$ cat config.mk
export PLATFORM = sky130hd
export DESIGN_NAME = rgb565_gray
export DESIGN_NICKNAME = d
export VERILOG_FILES = /design/src/rtl/rgb565_gray.sv
export SDC_FILE = /design/constraint.sdc
export NUM_CORES = 1
export LEC_CHECK = 0
export CORE_UTILIZATION = 47
export DETAILED_ROUTE_END_ITERATION = 8
export PLACE_DENSITY = 0.66
export SLEW_MARGIN = 20
export SYNTH_ARGS = -nofsm -noshare
export SYNTH_HDL_FRONTEND = slang
export SYNTH_SLANG_ARGS = --single-unit
$ cat constraint.sdc
create_clock -name sys_clk -period 5 [get_ports sys_clk]
set_input_delay 0.5 -clock sys_clk [delete_from_list [all_inputs] [get_ports sys_clk]]
set_output_delay 0.5 -clock sys_clk [all_outputs]
set_load 0.03 [all_outputs]
$ cat src/rtl/rgb565_gray.sv
// RGB565 to 8-bit luminance front end for the Sobel path.
// The design is a three-stage valid-tagged pipeline with raster position markers
// and a sticky frame-alignment error flag.
// Optional feature: define GRAY_ROUND_EN for round-half-up luminance. When it is
// undefined, the luminance is truncated.
module rgb565_gray #(
  parameter int unsigned H_PIXEL = 640,
  parameter int unsigned V_PIXEL = 480
) (
  input  logic        sys_clk,
  input  logic        sys_rst,
  input  logic        pi_flag,
  input  logic [15:0] pi_data,
  input  logic        pi_sof,
  output logic        po_flag,
  output logic [7:0]  po_gray,
  output logic [15:0] po_data,
  output logic        po_sol,
  output logic        po_eol,
  output logic        po_eof,
  output logic        frame_err
);

  localparam int unsigned HW = (H_PIXEL > 1) ? $clog2(H_PIXEL) : 1;
  localparam int unsigned VW = (V_PIXEL > 1) ? $clog2(V_PIXEL) : 1;
  localparam logic [HW-1:0] HLast = HW'(H_PIXEL - 1);
  localparam logic [VW-1:0] VLast = VW'(V_PIXEL - 1);

`ifdef GRAY_ROUND_EN
  localparam logic [15:0] RoundAdd = 16'd128;
`else
  localparam logic [15:0] RoundAdd = 16'd0;
`endif

  // Raster counters and error flag
  logic [HW-1:0] cnt_h_q, cnt_h_d;
  logic [VW-1:0] cnt_v_q, cnt_v_d;
  logic          frame_err_q, frame_err_d;

  // Stage 1: weighted channel products
  logic          valid1_q, valid1_d;
  logic [15:0]   prod_r_q, prod_r_d;
  logic [15:0]   prod_g_q, prod_g_d;
  logic [15:0]   prod_b_q, prod_b_d;
  logic [2:0]    tags1_q, tags1_d;   // {sol, eol, eof}

  // Stage 2: luminance byte (upper byte of the weighted sum)
  logic          valid2_q, valid2_d;
  logic [7:0]    sum_hi_q, sum_hi_d;
  logic [2:0]    tags2_q, tags2_d;

  // Stage 3: output registers
  logic          po_flag_q, po_flag_d;
  logic [7:0]    po_gray_q, po_gray_d;
  logic [15:0]   po_data_q, po_data_d;
  logic          po_sol_q, po_sol_d;
  logic          po_eol_q, po_eol_d;
  logic          po_eof_q, po_eof_d;

  // Position of the incoming pixel: SOF forces (0,0) regardless of the counters
  logic [HW-1:0] pos_h;
  logic [VW-1:0] pos_v;
  logic          tag_sol, tag_eol, tag_eof;
  logic [7:0]    r8, g8, b8;

  // Input-side position, raster counter advance and frame-alignment check
  always_comb begin
    pos_h       = pi_sof ? '0 : cnt_h_q;
    pos_v       = pi_sof ? '0 : cnt_v_q;
    tag_sol     = (pos_h == '0);
    tag_eol     = (pos_h == HLast);
    tag_eof     = tag_eol && (pos_v == VLast);
    cnt_h_d     = cnt_h_q;
    cnt_v_d     = cnt_v_q;
    frame_err_d = frame_err_q;
    if (pi_flag) begin
      if (tag_eol) begin
        cnt_h_d = '0;
        cnt_v_d = (pos_v == VLast) ? '0 : pos_v + VW'(1);
      end else begin
        cnt_h_d = pos_h + HW'(1);
        cnt_v_d = pos_v;
      end
      if (pi_sof && ((cnt_h_q != '0) || (cnt_v_q != '0))) begin
        frame_err_d = 1'b1;
      end
    end
  end

  // Stage 1: expand channels to 8 bits and weight them; data holds across bubbles
  always_comb begin
    r8       = {pi_data[15:11], pi_data[15:13]};
    g8       = {pi_data[10:5], pi_data[10:9]};
    b8       = {pi_data[4:0], pi_data[4:2]};
    valid1_d = pi_flag;
    tags1_d  = {tag_sol, tag_eol, tag_eof};
    prod_r_d = prod_r_q;
    prod_g_d = prod_g_q;
    prod_b_d = prod_b_q;
    if (pi_flag) begin
      prod_r_d = 16'(r8) * 16'd77;
      prod_g_d = 16'(g8) * 16'd150;
      prod_b_d = 16'(b8) * 16'd29;
    end
  end

  // Stage 2: sum of products (max 65280, plus optional rounding bias, fits 16 bits)
  always_comb begin
    valid2_d = valid1_q;
    tags2_d  = tags1_q;
    sum_hi_d = 8'((prod_r_q + prod_g_q + prod_b_q + RoundAdd) >> 8);
  end

  // Stage 3: outputs; markers only qualify valid pixels
  always_comb begin
    po_flag_d = valid2_q;
    po_gray_d = sum_hi_q;
    po_data_d = {sum_hi_q[7:3], sum_hi_q[7:2], sum_hi_q[7:3]};
    po_sol_d  = valid2_q & tags2_q[2];
    po_eol_d  = valid2_q & tags2_q[1];
    po_eof_d  = valid2_q & tags2_q[0];
  end

  // State registers with synchronous reset
  always_ff @(posedge sys_clk) begin
    if (sys_rst) begin
      cnt_h_q     <= '0;
      cnt_v_q     <= '0;
      frame_err_q <= 1'b0;
      valid1_q    <= 1'b0;
      prod_r_q    <= '0;
      prod_g_q    <= '0;
      prod_b_q    <= '0;
      tags1_q     <= '0;
      valid2_q    <= 1'b0;
      sum_hi_q    <= '0;
      tags2_q     <= '0;
      po_flag_q   <= 1'b0;
      po_gray_q   <= '0;
      po_data_q   <= '0;
      po_sol_q    <= 1'b0;
      po_eol_q    <= 1'b0;
      po_eof_q    <= 1'b0;
    end else begin
      cnt_h_q     <= cnt_h_d;
      cnt_v_q     <= cnt_v_d;
      frame_err_q <= frame_err_d;
      valid1_q    <= valid1_d;
      prod_r_q    <= prod_r_d;
      prod_g_q    <= prod_g_d;
      prod_b_q    <= prod_b_d;
      tags1_q     <= tags1_d;
      valid2_q    <= valid2_d;
      sum_hi_q    <= sum_hi_d;
      tags2_q     <= tags2_d;
      po_flag_q   <= po_flag_d;
      po_gray_q   <= po_gray_d;
      po_data_q   <= po_data_d;
      po_sol_q    <= po_sol_d;
      po_eol_q    <= po_eol_d;
      po_eof_q    <= po_eof_d;
    end
  end

  assign po_flag   = po_flag_q;
  assign po_gray   = po_gray_q;
  assign po_data   = po_data_q;
  assign po_sol    = po_sol_q;
  assign po_eol    = po_eol_q;
  assign po_eof    = po_eof_q;
  assign frame_err = frame_err_q;

endmodule

==> results.json <==
{
  "status": "complete, no violations",
  "io_buffers": 48,
  "grt_overflow_total": 0,
  "hold_buffers": 0,
  "synth_top_family_by_area": "adder cells",
  "post_cts_buffers": 0,
  "tightest_slew_ps": 895.0,
  "finalWeightedCongestion": 0.8365,
  "yosysWarnings": 0,
  "core-area_um2": 15370,
  "first_global_vias": 5462,
  "via_count": 5904,
  "clock_sinks": 91,
  "vias_per_cell": 5.487,
  "yosys.area_share.simple_pct": 17.43,
  "synth_adder_area_share_pct": 28.84,
  "routedWlPerCell_um": 14.25,
  "fin_crit_sh_pct": 83.00,
  "syn_to_final_growth_pct": 10.54,
  "slew_viol_final": 0,
  "crit_path_max_fanout": 7,
  "yosys_register_bits": 91,
  "drtIter0Drc": 282,
  "synth_edf_count": 0,
  "synth_nets": 1014,
  "clk_latency_ps": 350,
  "hp-class": "reg -> reg",
  "dieHeight_um": 128.2,
  "syn_area_um2": 7487,
  "fin_tns_setup_ps": 0,
  "peakVddDrop_uv": 280.4,
  "fin_hold_ws_ps": 426.3,
  "yosysUniqueCellTypes": 67,
  "synth_cells": 843,
  "clk_transition_reported_paths_ps": 70,
  "root_buffer": "clkbuf_16",
  "start_kind": "input port",
  "powerDensity_nw_per_um2": 359.9,
  "dieArea_um2": 16440,
  "fmax_mhz": 241.0,
  "antenna_found_initial": 0,
  "final_cell_mix": "ha_1, inv_1, dfxtp_1",
  "grt_pass1_wl_um": 26420,
  "io_pins": 49,
  "rsz0062_at_grt": "no",
  "routed_wl_um": 15330,
  "first_pass_iters": 5,
  "crit_path_end_kind": "register",
  "reg2reg_from": "prod_g_q[5]",
  "ys_seq_area_share_pct": 24.33,
  "post_route_cells_drive_above_1_share_pct": 4.393,
  "holdCritStartpoint": "tags2_q[1]",
  "cap_violations": 0,
  "ant_nets": 0,
  "finalCriticalPeriod_ps": 4150,
  "start_util_pct": 48.71,
  "setup.worst_path.start": "pi_data[13]",
  "mostFrequentLayoutCell": "ha_1",
  "cts_max_path_buffers": 2,
  "ys_async_sr_fraction_pct": 0,
  "grt_max_degree": 61,
  "crit_type": "in -> reg",
  "cp.arrival_ps": 4350,
  "finClkSkew_ps": 7.648,
  "relSlewSlack_pct": 40.33,
  "cts_tree": "yes",
  "synth_xor_area_share_pct": 1.521,
  "dp_hpwl_um": 11410,
  "synthMuxAreaShare_pct": 2.289,
  "ctsHtreeMaxLevel": 3,
  "synth_ff_type": "dfxtp_1",
  "final-setup-viol-count": 0,
  "critPathRequiredTime_ps": 5200,
  "fillers": 1464,
  "track_usage_pct": 20.11,
  "avgSynthCellArea_um2": 8.882,
  "rows": 45,
  "hold_viol_final": 0,
  "die_width_um": 128.2,
  "cts-resized-gates": 0,
  "drc_errors": 0,
  "fin_nets": 1031,
  "cts_inserted_buffers": 9,
  "antenna_cells": 0,
  "synth_compound_area_share_pct": 17.41,
  "p_leak_nw": 3.798
}
-- flip-flops by register name, summed over array words and instances (netlist names) --
signal     cells
valid1_q       1
prod_r_q      15
prod_g_q      15
po_eol         1
prod_b_q      13
tags1_q        3
po_flag        1
frame_err      1
po_sol         1
cnt_v_q        9
cnt_h_q       10
po_gray        7
po_gray_d      8
tags2_q        3
po_data        1
po_flag_d      1
po_eof         1
-- path summary, 6_finish.rpt --
| kind | slack (ps) | depth (start not counted) | endpoint |
|---|---|---|---|
| min reg2reg | 430 | 1 | po_eol |
| max | 850 | 13 | prod_r_q[12] |
| min | 430 | 1 | po_eol |
| max reg2reg | 2250 | 9 | po_gray_d[4] |
-- kinds of logic after synthesis --
group | count (synthesis)
AND/OR/NAND/NOR | 241
buffers and inverters | 139
adder cells (fa/ha/maj) | 151
multiplexers | 17
AO/OA/AOI/OAI | 191
flip-flops | 91
XOR/XNOR | 13
-- per-stage QoR --
step                      utilization [%]  std cells  area (um2)  worst slack [ps]  total power, W
after floorplan                         -        843        7487              1384        0.002025
after global placement              51.97       1060        7989             546.6        0.002309
after detailed placement            51.97       1060        7989             477.4        0.002322
after CTS                           53.85       1076        8277             822.3        0.003000
after global routing                53.85       1076        8277             576.3        0.003233
final                               53.85       1076        8277             849.8        0.002978
-- Yosys cell counts, types with 14 or more instances --
cell type,count,area [um2]
ha_1,115,1439
inv_1,93,349.1
dfxtp_1,91,1822
nor2_1,53,198.9
a21oi_1,52,260.3
nand2_1,41,153.9
fa_1,36,720.7
o21ai_0,27,135.1
nor3_1,23,115.1
a21o_1,19,142.6
nand3_1,19,95.09
nor2b_1,19,118.9
a211oi_1,18,135.1
buf_4,16,120.1
mux2i_1,16,160.2
clkbuf_1,14,52.55
-- critical path, cell delays in order --
cell             delay (ps)
clkdlybuf4s50_1         660
ha_1                    300
ha_1                    270
inv_1                    50
fa_1                    490
fa_1                    520
inv_1                    40
ha_1                    350
o21a_1                  220
o21a_1                  190
a2111oi_2               460
or4_1                   180
o311ai_0                120
-- cell type report --
type                       count  area, um2  area share [%]
multi-input combinational    613       5054           61.06
clock buffer                  10      239.0           2.887
sequential                    91       1822           22.01
clock inverter                 6      48.80          0.5896
inverter                      93      349.1           4.218
tap                          211      264.0           3.190
timing repair buffer          52      500.5           6.047
-- report_power, final --
| part | switching (W) | internal, W |
|---|---|---|
| registers | 0.0000631 | 0.000827 |
| clock network | 0.000307 | 0.000356 |
| logic | 0.000814 | 0.000612 |
-- per-layer routing --
metal | global-route usage [%] | share of wire (%) | vias up
li1 | - | - | 3026
met5 | 0 | 0 | -
met1 | 27.71 | 51 | 2761
met2 | 32.15 | 45 | 104
met3 | 3.715 | 3.4 | 13
met4 | 5.467 | 1.4 | 0
Note: power is estimated with default switching activity, not from simulation.
